File: config.mk
export PLATFORM = sky130hd
export DESIGN_NAME = alu_issue_ctrl_flat
export DESIGN_NICKNAME = d
export VERILOG_FILES = /design/src/rtl/alu_pkg.sv /design/src/rtl/alu_issue_ctrl_if.sv /design/src/rtl/alu_dec.sv /design/src/rtl/alu_issue_ctrl.sv /design/src/flat_wrapper.sv
export SDC_FILE = /design/constraint.sdc
export NUM_CORES = 1
export LEC_CHECK = 0
export BUFFER_PORTS_ARGS = -buffer_cell sky130_fd_sc_hd__buf_2
export CAP_MARGIN = 10
export CORE_UTILIZATION = 46
export CTS_CLUSTER_DIAMETER = 40
export DETAILED_ROUTE_END_ITERATION = 7
export PLACE_DENSITY = 0.79
export SETUP_SLACK_MARGIN = 0.4
export SYNTH_ARGS = -nofsm -noshare
export SYNTH_HDL_FRONTEND = slang
export SYNTH_SLANG_ARGS = --single-unit
File: constraint.sdc
create_clock -name clk -period 3.9 [get_ports clk]
set_input_delay 0.195 -clock clk [delete_from_list [all_inputs] [get_ports clk]]
set_output_delay 0.195 -clock clk [all_outputs]
set_load 0.05 [all_outputs]
File: src/rtl/alu_pkg.sv
// Shared definitions for the ALU issue controller: ALU function codes,
// aluop/funct encodings and the controller state type.
package alu_pkg;

   localparam logic [3:0] ALU_F_NOP = 4'd0;
   localparam logic [3:0] ALU_F_AND = 4'd1;
   localparam logic [3:0] ALU_F_ADD = 4'd2;
   localparam logic [3:0] ALU_F_OR  = 4'd3;
   localparam logic [3:0] ALU_F_SUB = 4'd6;
   localparam logic [3:0] ALU_F_SLT = 4'd7;

   localparam logic [1:0] ALUOP_ADD   = 2'b00;
   localparam logic [1:0] ALUOP_SUB   = 2'b01;
   localparam logic [1:0] ALUOP_FUNCT = 2'b10;
   localparam logic [1:0] ALUOP_ILL   = 2'b11;

   localparam logic [5:0] FUNCT_ADD = 6'b100000;
   localparam logic [5:0] FUNCT_SUB = 6'b100010;
   localparam logic [5:0] FUNCT_AND = 6'b100100;
   localparam logic [5:0] FUNCT_OR  = 6'b100101;
   localparam logic [5:0] FUNCT_SLT = 6'b101010;

   typedef enum logic [1:0] {
      ST_IDLE,
      ST_ISSUE,
      ST_RESP
   } state_t;

endpackage

File: src/rtl/alu_issue_ctrl_if.sv
// Request, downstream-ALU and response signals of the ALU issue controller.
// The controller uses the slave view; its environment uses the master view.
interface alu_issue_ctrl_if;

   logic        req_valid;
   logic        req_ready;
   logic [1:0]  req_aluop;
   logic [5:0]  req_funct;
   logic [31:0] req_a;
   logic [31:0] req_b;

   logic [31:0] alu_a;
   logic [31:0] alu_b;
   logic [3:0]  alu_f;
   logic [31:0] alu_y;
   logic [3:0]  alu_zero;

   logic        rsp_valid;
   logic        rsp_ready;
   logic [31:0] rsp_y;
   logic        rsp_zero;
   logic        rsp_err;

   modport slave (
      input  req_valid, req_aluop, req_funct, req_a, req_b,
      output req_ready,
      output alu_a, alu_b, alu_f,
      input  alu_y, alu_zero,
      output rsp_valid, rsp_y, rsp_zero, rsp_err,
      input  rsp_ready
   );

   modport master (
      output req_valid, req_aluop, req_funct, req_a, req_b,
      input  req_ready,
      input  alu_a, alu_b, alu_f,
      output alu_y, alu_zero,
      input  rsp_valid, rsp_y, rsp_zero, rsp_err,
      output rsp_ready
   );

endinterface

File: src/rtl/alu_dec.sv
// Combinational ALU control decode: aluop/funct to ALU function code,
// flagging encodings the ALU cannot execute.
module alu_dec
   import alu_pkg::*;
(
   input  logic [1:0] aluop,
   input  logic [5:0] funct,
   output logic [3:0] f,
   output logic       illegal
);

   always_comb begin
      f       = ALU_F_NOP;
      illegal = 1'b0;
      case (aluop)
         ALUOP_ADD: f = ALU_F_ADD;
         ALUOP_SUB: f = ALU_F_SUB;
         ALUOP_FUNCT: begin
            case (funct)
               FUNCT_ADD: f = ALU_F_ADD;
               FUNCT_SUB: f = ALU_F_SUB;
               FUNCT_AND: f = ALU_F_AND;
               FUNCT_OR:  f = ALU_F_OR;
               FUNCT_SLT: f = ALU_F_SLT;
               default:   illegal = 1'b1;
            endcase
         end
         default: illegal = 1'b1;
      endcase
   end

endmodule

File: src/rtl/alu_issue_ctrl.sv
// Issues one decoded request at a time to an external combinational ALU and
// returns the captured result over a valid/ready response handshake.
module alu_issue_ctrl
   import alu_pkg::*;
(
   input  logic            clk,
   input  logic            reset,
   alu_issue_ctrl_if.slave bus,
   output logic [15:0]     op_count
);

   state_t      state;
   logic [31:0] a_q;
   logic [31:0] b_q;
   logic [31:0] rsp_y_q;
   logic [3:0]  alu_f_q;
   logic [3:0]  dec_f;
   logic        dec_illegal;
   logic        req_ready_q;
   logic        rsp_valid_q;
   logic        rsp_zero_q;
   logic        rsp_err_q;
   logic        unused_zero_bits;

   alu_dec u_dec (
      .aluop   (bus.req_aluop),
      .funct   (bus.req_funct),
      .f       (dec_f),
      .illegal (dec_illegal)
   );

   assign bus.req_ready = req_ready_q;
   assign bus.alu_a     = a_q;
   assign bus.alu_b     = b_q;
   assign bus.alu_f     = alu_f_q;
   assign bus.rsp_valid = rsp_valid_q;
   assign bus.rsp_y     = rsp_y_q;
   assign bus.rsp_zero  = rsp_zero_q;
   assign bus.rsp_err   = rsp_err_q;

   // Only bit 0 of the ALU zero bus carries information.
   assign unused_zero_bits = ^bus.alu_zero[3:1];

   // alu_f is nonzero only while in ISSUE; illegal requests skip ISSUE entirely.
   always_ff @(posedge clk or posedge reset) begin
      if (reset) begin
         state       <= ST_IDLE;
         req_ready_q <= 1'b1;
         rsp_valid_q <= 1'b0;
         rsp_y_q     <= '0;
         rsp_zero_q  <= 1'b0;
         rsp_err_q   <= 1'b0;
         a_q         <= '0;
         b_q         <= '0;
         alu_f_q     <= ALU_F_NOP;
         op_count    <= '0;
      end else begin
         case (state)
            ST_IDLE: begin
               if (bus.req_valid) begin
                  a_q         <= bus.req_a;
                  b_q         <= bus.req_b;
                  req_ready_q <= 1'b0;
                  if (dec_illegal) begin
                     rsp_y_q     <= '0;
                     rsp_zero_q  <= 1'b1;
                     rsp_err_q   <= 1'b1;
                     rsp_valid_q <= 1'b1;
                     state       <= ST_RESP;
                  end else begin
                     alu_f_q   <= dec_f;
                     rsp_err_q <= 1'b0;
                     state     <= ST_ISSUE;
                  end
               end
            end
            ST_ISSUE: begin
               rsp_y_q     <= bus.alu_y;
               rsp_zero_q  <= bus.alu_zero[0];
               rsp_valid_q <= 1'b1;
               alu_f_q     <= ALU_F_NOP;
               state       <= ST_RESP;
            end
            ST_RESP: begin
               if (bus.rsp_ready) begin
                  rsp_valid_q <= 1'b0;
                  req_ready_q <= 1'b1;
                  op_count    <= op_count + 16'd1;
                  state       <= ST_IDLE;
               end
            end
            default: begin
               state       <= ST_IDLE;
               req_ready_q <= 1'b1;
               rsp_valid_q <= 1'b0;
               alu_f_q     <= ALU_F_NOP;
            end
         endcase
      end
   end

endmodule

File: src/flat_wrapper.sv
// flat-port wrapper written by rule: the top's interface ports become plain ports
module alu_issue_ctrl_flat import alu_pkg::*;
  (clk, reset, op_count, bus_req_valid, bus_req_aluop, bus_req_funct, bus_req_a, bus_req_b, bus_req_ready, bus_alu_a, bus_alu_b, bus_alu_f, bus_alu_y, bus_alu_zero, bus_rsp_valid, bus_rsp_y, bus_rsp_zero, bus_rsp_err, bus_rsp_ready);
  alu_issue_ctrl_if bus_i ();
  input  logic clk;
  input  logic reset;
  output logic [15:0] op_count;
  input wire logic [$bits(bus_i.req_valid)-1:0] bus_req_valid;
  input wire logic [$bits(bus_i.req_aluop)-1:0] bus_req_aluop;
  input wire logic [$bits(bus_i.req_funct)-1:0] bus_req_funct;
  input wire logic [$bits(bus_i.req_a)-1:0] bus_req_a;
  input wire logic [$bits(bus_i.req_b)-1:0] bus_req_b;
  output wire logic [$bits(bus_i.req_ready)-1:0] bus_req_ready;
  output wire logic [$bits(bus_i.alu_a)-1:0] bus_alu_a;
  output wire logic [$bits(bus_i.alu_b)-1:0] bus_alu_b;
  output wire logic [$bits(bus_i.alu_f)-1:0] bus_alu_f;
  input wire logic [$bits(bus_i.alu_y)-1:0] bus_alu_y;
  input wire logic [$bits(bus_i.alu_zero)-1:0] bus_alu_zero;
  output wire logic [$bits(bus_i.rsp_valid)-1:0] bus_rsp_valid;
  output wire logic [$bits(bus_i.rsp_y)-1:0] bus_rsp_y;
  output wire logic [$bits(bus_i.rsp_zero)-1:0] bus_rsp_zero;
  output wire logic [$bits(bus_i.rsp_err)-1:0] bus_rsp_err;
  input wire logic [$bits(bus_i.rsp_ready)-1:0] bus_rsp_ready;
  assign bus_i.req_valid = bus_req_valid;
  assign bus_i.req_aluop = bus_req_aluop;
  assign bus_i.req_funct = bus_req_funct;
  assign bus_i.req_a = bus_req_a;
  assign bus_i.req_b = bus_req_b;
  assign bus_req_ready = bus_i.req_ready;
  assign bus_alu_a = bus_i.alu_a;
  assign bus_alu_b = bus_i.alu_b;
  assign bus_alu_f = bus_i.alu_f;
  assign bus_i.alu_y = bus_alu_y;
  assign bus_i.alu_zero = bus_alu_zero;
  assign bus_rsp_valid = bus_i.rsp_valid;
  assign bus_rsp_y = bus_i.rsp_y;
  assign bus_rsp_zero = bus_i.rsp_zero;
  assign bus_rsp_err = bus_i.rsp_err;
  assign bus_i.rsp_ready = bus_rsp_ready;
  alu_issue_ctrl u_core (.clk(clk), .reset(reset), .bus(bus_i), .op_count(op_count));
endmodule
==> flow_summary_export.csv, run 1 <==
group,metric,value,unit
synthesis,synth_ff_type,"dfrtp_1",
synthesis,synth_xor_area_share,2.67,%
synthesis,postSynthCellCount,392,
worst_setup_path,arrival,2.39,ns
power,comb_power_share,42.3,%
sta,skew,0.00893,ns
power,leakage,3.80,nW
synthesis,synth_seq_cells,121,
floorplan,dieArea,11100,µm²
synthesis,yosysSeqAreaShare,61.6,%
power,vdd_drop_max,0.584,mV
clock_network,worstSkewPairLatency,0.50,ns
placed_design,place.port_buffers,227,
detailed_routing,detail_route.first_pass.iterations,4,
synthesis,syn_avg_cell_area,12.6,µm²
synthesis,synth.area.top_cells,"dfrtp_1, mux2_2, nand2_1",
detailed_routing,vias_per_cell,4.92,
global_route,grt_max_degree,67,
power,switchingPower,2.59,mW
sta,rsz0062_at_grt,"false",
synthesis,ys_warn_count,0,
synthesis,synth_compound_area_share,5.29,%
detailed_routing,routedWlPerCell,15.7,µm
worst_setup_path,cp.required,4.28,ns
floorplan,io-pin-count,232,
detailed_routing,drc_errors,0,
clock_network,clkTransAtPathRegs,0.06,ns
detailed_routing,drtIter0Drc,258,
worst_setup_path,crit_path_max_fanout,66,
power,p_per_area,767,nW/µm²
sta,worst_slew_pin_slew,1.18,ns
worst_setup_path,critPathSlowestCell,"buf_4",
sta,min_period,2.01,ns
global_route,antenna_found_initial,0,
detailed_routing,finalWirelength,13700,µm
layout,area_growth,57.2,%
floorplan,die_w,105,µm
layout,drive_above_1_share,46.2,%
sta,slew_viol_final,0,
synthesis,ys_async_sr_fraction,100,%
sta,relSlewSlack,21.5,%
placed_design,hpwlAfterDp,7880,µm
worst_setup_path,critPathBufInv,1,
worst_setup_path,worstSetupEndpointType,"flop",
synthesis,synth_top_area_cell,"dfrtp_1",
worst_setup_path,reg2reg_setup_slack,1.89,ns
worst_setup_path,critical_path_class,"flop to flop",
synthesis,synth_top_cell_area_share,61.0,%
placed_design,dpl_cell_area,6130,µm²
synthesis,synth_top_family_by_area,"multiplexers",
synthesis,synth.net_count,505,
clock_network,cts_max_path_buffers,2,
clock_network,cts_max_level,4,
global_route,grt_pass1_wl,21600,µm
sta,fin_tns_setup,0,ns
synthesis,synth-edff-count,0,
clock_network,post_cts_buffers,0,
layout,antenna_cells,0,
sta,hold_ws,0.0280,ns
sta,final-hold-violation-count,0,
detailed_routing,vias,4273,
worst_setup_path,worst_setup_path_start_kind,"flop",
global_route,grtUsageTotal,25.3,%
power,p_clk_share,26.2,%
sta,fmax,498,MHz
detailed_routing,ant_nets,0,
sta,setup_viol,0,
global_route,grt_pass1_vias,4516,
clock_network,cts_root_buf,"clkbuf_8",
job,maxCapViolations,0,
run_status,status,"complete, no violations",
power,swShare,43.6,%
worst_setup_path,crit_chain,"nor3_4 -> buf_4 -> mux2_2",
synthesis,synth-simple-area-share,10.7,%
floorplan,start_util,47.5,%
floorplan,core_region_area,10400,µm²
floorplan,rows,37,
clock_network,cts_resized,0,
clock_network,cts_tree,"yes",
synthesis,synthMuxAreaShare,16.1,%
worst_setup_path,cp_top_family,"buffers and inverters",
min_path,min_path_type,"input pin to flop",
placed_design,gp_congestion,0.750,
worst_setup_path,slowest_delay,0.70,ns
clock_network,clock_sinks,121,
sta,final.period_utilization,51.5,%
synthesis,synth_fa_ha_area_share,0.254,%
synthesis,syn_area,4920,µm²
power,power.internal,3.35,mW
synthesis,synth_cell_types,43,
power,power_frac_seq,31.5,%
clock_network,cts_buffers,17,
global_route,gr-total-overflow,0,
layout,fin_area,7740,µm²
floorplan,die_h,105,µm
layout,nNetsFinal,834,
## sequential cells by signal, summed over array words and instances, names as in the netlist, 2 cells and up
register,flops
u_core.bus.alu_a,32
u_core.op_count,16
u_core.state,2
u_core.bus.alu_b,32
u_core.bus.rsp_y,32
u_core.bus.alu_f,3
## final timing paths
path | to | cells after the start | from
setup / recovery | u_core.bus.alu_a[19] | 3 | u_core.state[1]
hold / removal | u_core.bus.rsp_valid | 3 | bus_req_valid
setup reg to reg | u_core.bus.alu_a[19] | 3 | u_core.state[1]
hold reg to reg | u_core.op_count[15] | 1 | u_core.op_count[15]
max in group asynchronous | u_core.op_count[10] | 4 | reset
min in group asynchronous | u_core.bus.alu_b[6] | 3 | reset
## worst min-delay path: stages
cell and delay (ns):
buf_2 0.09, a21oi_1 0.07, o21ai_0 0.13
## through the flow
stage          util (%)  cells  worst slack (ns)  power [mW]
3_3_place_gp       59.1    737              1.88        4.21
3_5_place_dp       59.1    737              1.80        4.28
2_1_floorplan         -    392             0.492        3.70
6_report           74.6    869              1.89        5.93
5_1_grt            74.6    869              1.73        6.17
4_1_cts            74.5    868              1.79        5.92
## area by class of cell
cell class              count  area [µm²]
flip-flops and latches    121        3030
multi-input cells         243        1740
fillers                   670        2630
well taps                 136         170
repair buffers            332        2180
clock inverters             8         118
inverters                   6        25.0
clock buffers              23         477
## cells by family after synthesis
kind of cell | Yosys count
AOI/OAI and AO/OA | 45
buffers and inverters | 28
adders and majority gates | 1
muxes | 70
other | 1
xor gates and xnor gates | 15
DFF | 121
and+or+nand+nor | 111
## Yosys cell counts (2+ instances only)
library cell and instances:
and3b_1 2, clkbuf_1 7, buf_2 5, xor2_1 3
nor2_1 8, nand3_1 4, a21oi_1 33, xnor2_1 12
and4_1 3, mux2_2 66, buf_4 6, o21ai_0 4
and3_1 2, buf_6 4, nand2_1 73, mux2_4 2
nand2b_1 2, mux2i_1 2, inv_1 6, nand4_1 6
dfrtp_1 120
## power groups by stage
stage,clock (mW),sequential [mW],combinational (mW)
after floorplan,0,3.18,0.522
after global placement,0,1.85,2.37
after detailed placement,0,1.87,2.41
after CTS,1.58,1.86,2.49
final,1.56,1.87,2.51
after global routing,1.64,1.92,2.61
## cell usage in the layout (no fill, tap or decap), types with 3 or more instances in the layout
| cell | synthesis | routed |
|---|---|---|
| buf_2 | 5 | 227 |
| dfrtp_1 | 120 | 120 |
| dlygate4sd3_1 | 0 | 100 |
| nand2_1 | 73 | 73 |
| mux2_2 | 66 | 66 |
| a21oi_1 | 33 | 33 |
| clkbuf_16 | 0 | 16 |
| xnor2_1 | 12 | 12 |
| nor2_1 | 8 | 7 |
| nand4_1 | 6 | 6 |
| inv_1 | 6 | 5 |
| clkbuf_8 | 0 | 5 |
| nand3_1 | 4 | 4 |
| o21ai_0 | 4 | 4 |
| clkinv_2 | 0 | 4 |
| buf_4 | 6 | 4 |
| and4_1 | 3 | 3 |
| xor2_1 | 3 | 3 |
| bufinv_16 | 0 | 3 |
## per-layer routing
layer | track usage (%) | wire length [µm] | vias to the layer above
li1 | - | - | 1992
met1 | 28.1 | 5300 | 2053
met2 | 45.2 | 7120 | 182
met3 | 6.43 | 780 | 46
met4 | 12.3 | 462 | 0
met5 | 0 | 0 | -
## timing repair
action / 4_1_cts / 5_1_grt
hold buffers: 100 / 0
endpoints found under the hold margin: 134 / 0
setup endpoints to repair: 0 / 0
Note: power is estimated with default switching activity, not from simulation.
==> inputs of run 2 (changes only) <==
- CORE_UTILIZATION: 46 -> 42
- PLACE_DENSITY: 0.79 -> 0.76
- clock period: 3.9 -> 1.8 ns (I/O delays scaled with it)
==> flow_summary_export.csv, run 2 (synthesized netlist as in run 1, its figures left out) <==
group,metric,value,unit
run_status,status,"complete, no violations",
layout,layout_commonest_cell,"buf_2",
floorplan,io-pin-count,232,
global_route,grtUsageTotal,24.8,%
clock_network,clock_sinks,121,
clock_network,clkTransAtPathRegs,0.05,ns
sta,skew,0.00830,ns
worst_setup_path,worstSetupEndpointType,"flop",
detailed_routing,drtIter0Drc,260,
worst_setup_path,slowest_delay,0.44,ns
sta,slew_viol_final,0,
placed_design,dpl_cell_area,6280,µm²
sta,min_period,1.54,ns
power,swShare,44.1,%
clock_network,cts_max_level,4,
worst_setup_path,reg2reg_setup_slack,0.26,ns
placed_design,hpwlAfterDp,8000,µm
layout,fin_area,8710,µm²
sta,final-hold-violation-count,0,
placed_design,gp_congestion,0.759,
floorplan,die_w,110,µm
placed_design,place.port_buffers,227,
detailed_routing,finalWirelength,18200,µm
detailed_routing,vias_per_cell,5.15,
layout,area_growth,77.0,%
power,comb_power_share,47.2,%
layout,layout_common_cells,"buf_2, dfrtp_1, dlygate4sd3_1",
clock_network,cts_buffers,17,
detailed_routing,ant_nets,0,
detailed_routing,vias,4677,
sta,setup_viol,0,
sta,worst_slack,0.261,ns
clock_network,cts_max_path_buffers,2,
power,leakage,4.28,nW
worst_setup_path,critPathBufInv,3,
worst_setup_path,worst_setup_path_start_kind,"flop",
worst_setup_path,critical_path_class,"flop to flop",
floorplan,start_util,43.1,%
global_route,antenna_found_initial,0,
layout,fillerInstances,673,
worst_setup_path,arrival,1.83,ns
worst_setup_path,crit_path_max_fanout,8,
power,power.internal,7.76,mW
global_route,gr-total-overflow,0,
detailed_routing,drc_errors,0,
power,switchingPower,6.11,mW
floorplan,rows,39,
global_route,grt_pass1_vias,4569,
worst_setup_path,cp.required,2.09,ns
min_path,min_path_type,"input pin to flop",
floorplan,die_h,110,µm
sta,rsz0062_at_grt,"true",
power,vdd_drop_max,1.20,mV
worst_setup_path,cp_top_family,"buffers and inverters",
layout,nNetsFinal,865,
power,p_clk_share,23.1,%
sta,hold_ws,0.0266,ns
clock_network,cts_root_buf,"clkbuf_16",
sta,final.period_utilization,85.5,%
worst_setup_path,crit_chain,"nor3_4 -> buf_4 -> buf_8 -> clkbuf_16 -> mux2_4",
floorplan,core_region_area,11400,µm²
detailed_routing,detail_route.first_pass.iterations,4,
global_route,grt_pass1_wl,22300,µm
global_route,grt_max_degree,55,
power,power_frac_seq,29.7,%
job,maxCapViolations,0,
floorplan,dieArea,12200,µm²
clock_network,worstSkewPairLatency,0.42,ns
worst_setup_path,critPathSlowestCell,"dfrtp_2",
detailed_routing,routedWlPerCell,20.1,µm
power,p_per_area,1590,nW/µm²
layout,drive_above_1_share,54.8,%
placed_design,post-place-ws,0.210,ns
sta,fmax,650,MHz
clock_network,cts_tree,"yes",
sta,fin_tns_setup,0,ns
[run 2: changes by cell type in the layout (fill, tap and decap cells not counted), sizes merged]
cell and delta:
clkinvlp +2, clkbuf +9, buf +22, bufinv -2, diode +1, inv -1
clkinv +1
[run 2: final timing paths]
kind                                      from  depth (start not counted)                   end
min                              bus_req_valid                          3       u_core.state[1]
max reg2reg                    u_core.state[1]                          5  u_core.bus.alu_b[20]
min in group asynchronous                reset                          3   u_core.bus.alu_b[5]
max                            u_core.state[1]                          5  u_core.bus.alu_b[20]
max in group asynchronous                reset                          4  u_core.bus.req_ready
min reg2reg                u_core.op_count[15]                          1   u_core.op_count[15]
[run 2: area by class of cell]
class / count / area (µm²) / area share, %
Timing Repair Buffer: 363 / 2740 / 31.4
Clock inverter: 8 / 70.1 / 0.804
Sequential cell: 121 / 3040 / 34.9
Antenna cell: 1 / 2.50 / 0.0287
Inverter: 6 / 26.3 / 0.302
Multi-Input combinational cell: 243 / 2170 / 24.9
Clock buffer: 23 / 488 / 5.60
Tap cell: 143 / 179 / 2.05
[run 2: power by group through the flow]
| stage | Clock, mW | Sequential [mW] | Combinational (mW) |
|---|---|---|---|
| after floorplan | 0 | 6.91 | 1.15 |
| after global placement | 0 | 4.01 | 5.21 |
| after detailed placement | 0 | 4.06 | 5.29 |
| after CTS | 3.24 | 4.01 | 5.62 |
| after global routing | 3.36 | 4.20 | 6.81 |
| final | 3.20 | 4.12 | 6.55 |
[run 2: per-layer routing]
| layer | wire, µm | vias up | track usage [%] |
|---|---|---|---|
| li1 | - | 2059 | - |
| met1 | 6590 | 2299 | 26.2 |
| met2 | 9410 | 260 | 43.3 |
| met3 | 1560 | 59 | 8.82 |
| met4 | 658 | 0 | 12.8 |
| met5 | 0 | - | 0 |
[run 2: metrics by stage]
step / power, mW / utilization [%] / cells
detailed placement: 9.34 / 55.0 / 748
CTS: 12.9 / 69.9 / 889
floorplan: 8.07 / - / 392
finish: 13.9 / 76.3 / 908
global placement: 9.22 / 55.0 / 748
global route: 14.4 / 76.3 / 907
[run 2: worst reg2reg max path, stage by stage, from the launching register on]
cell and delay, ns:
dfrtp_2 0.44, nor3_4 0.22, buf_4 0.14, buf_8 0.13, clkbuf_16 0.18, mux2_4 0.31
[run 2: what timing repair did]
| item | in CTS | in global routing |
|---|---|---|
| setup endpoints to repair | 109 | 109 |
| pin swaps | 5 | 6 |
| endpoints found under the hold margin | 117 | 0 |
| gates resized for setup | 5 | 113 |
| cloned | 2 | 11 |
| buffers inserted | 8 | 7 |
| hold buffers | 100 | 0 |
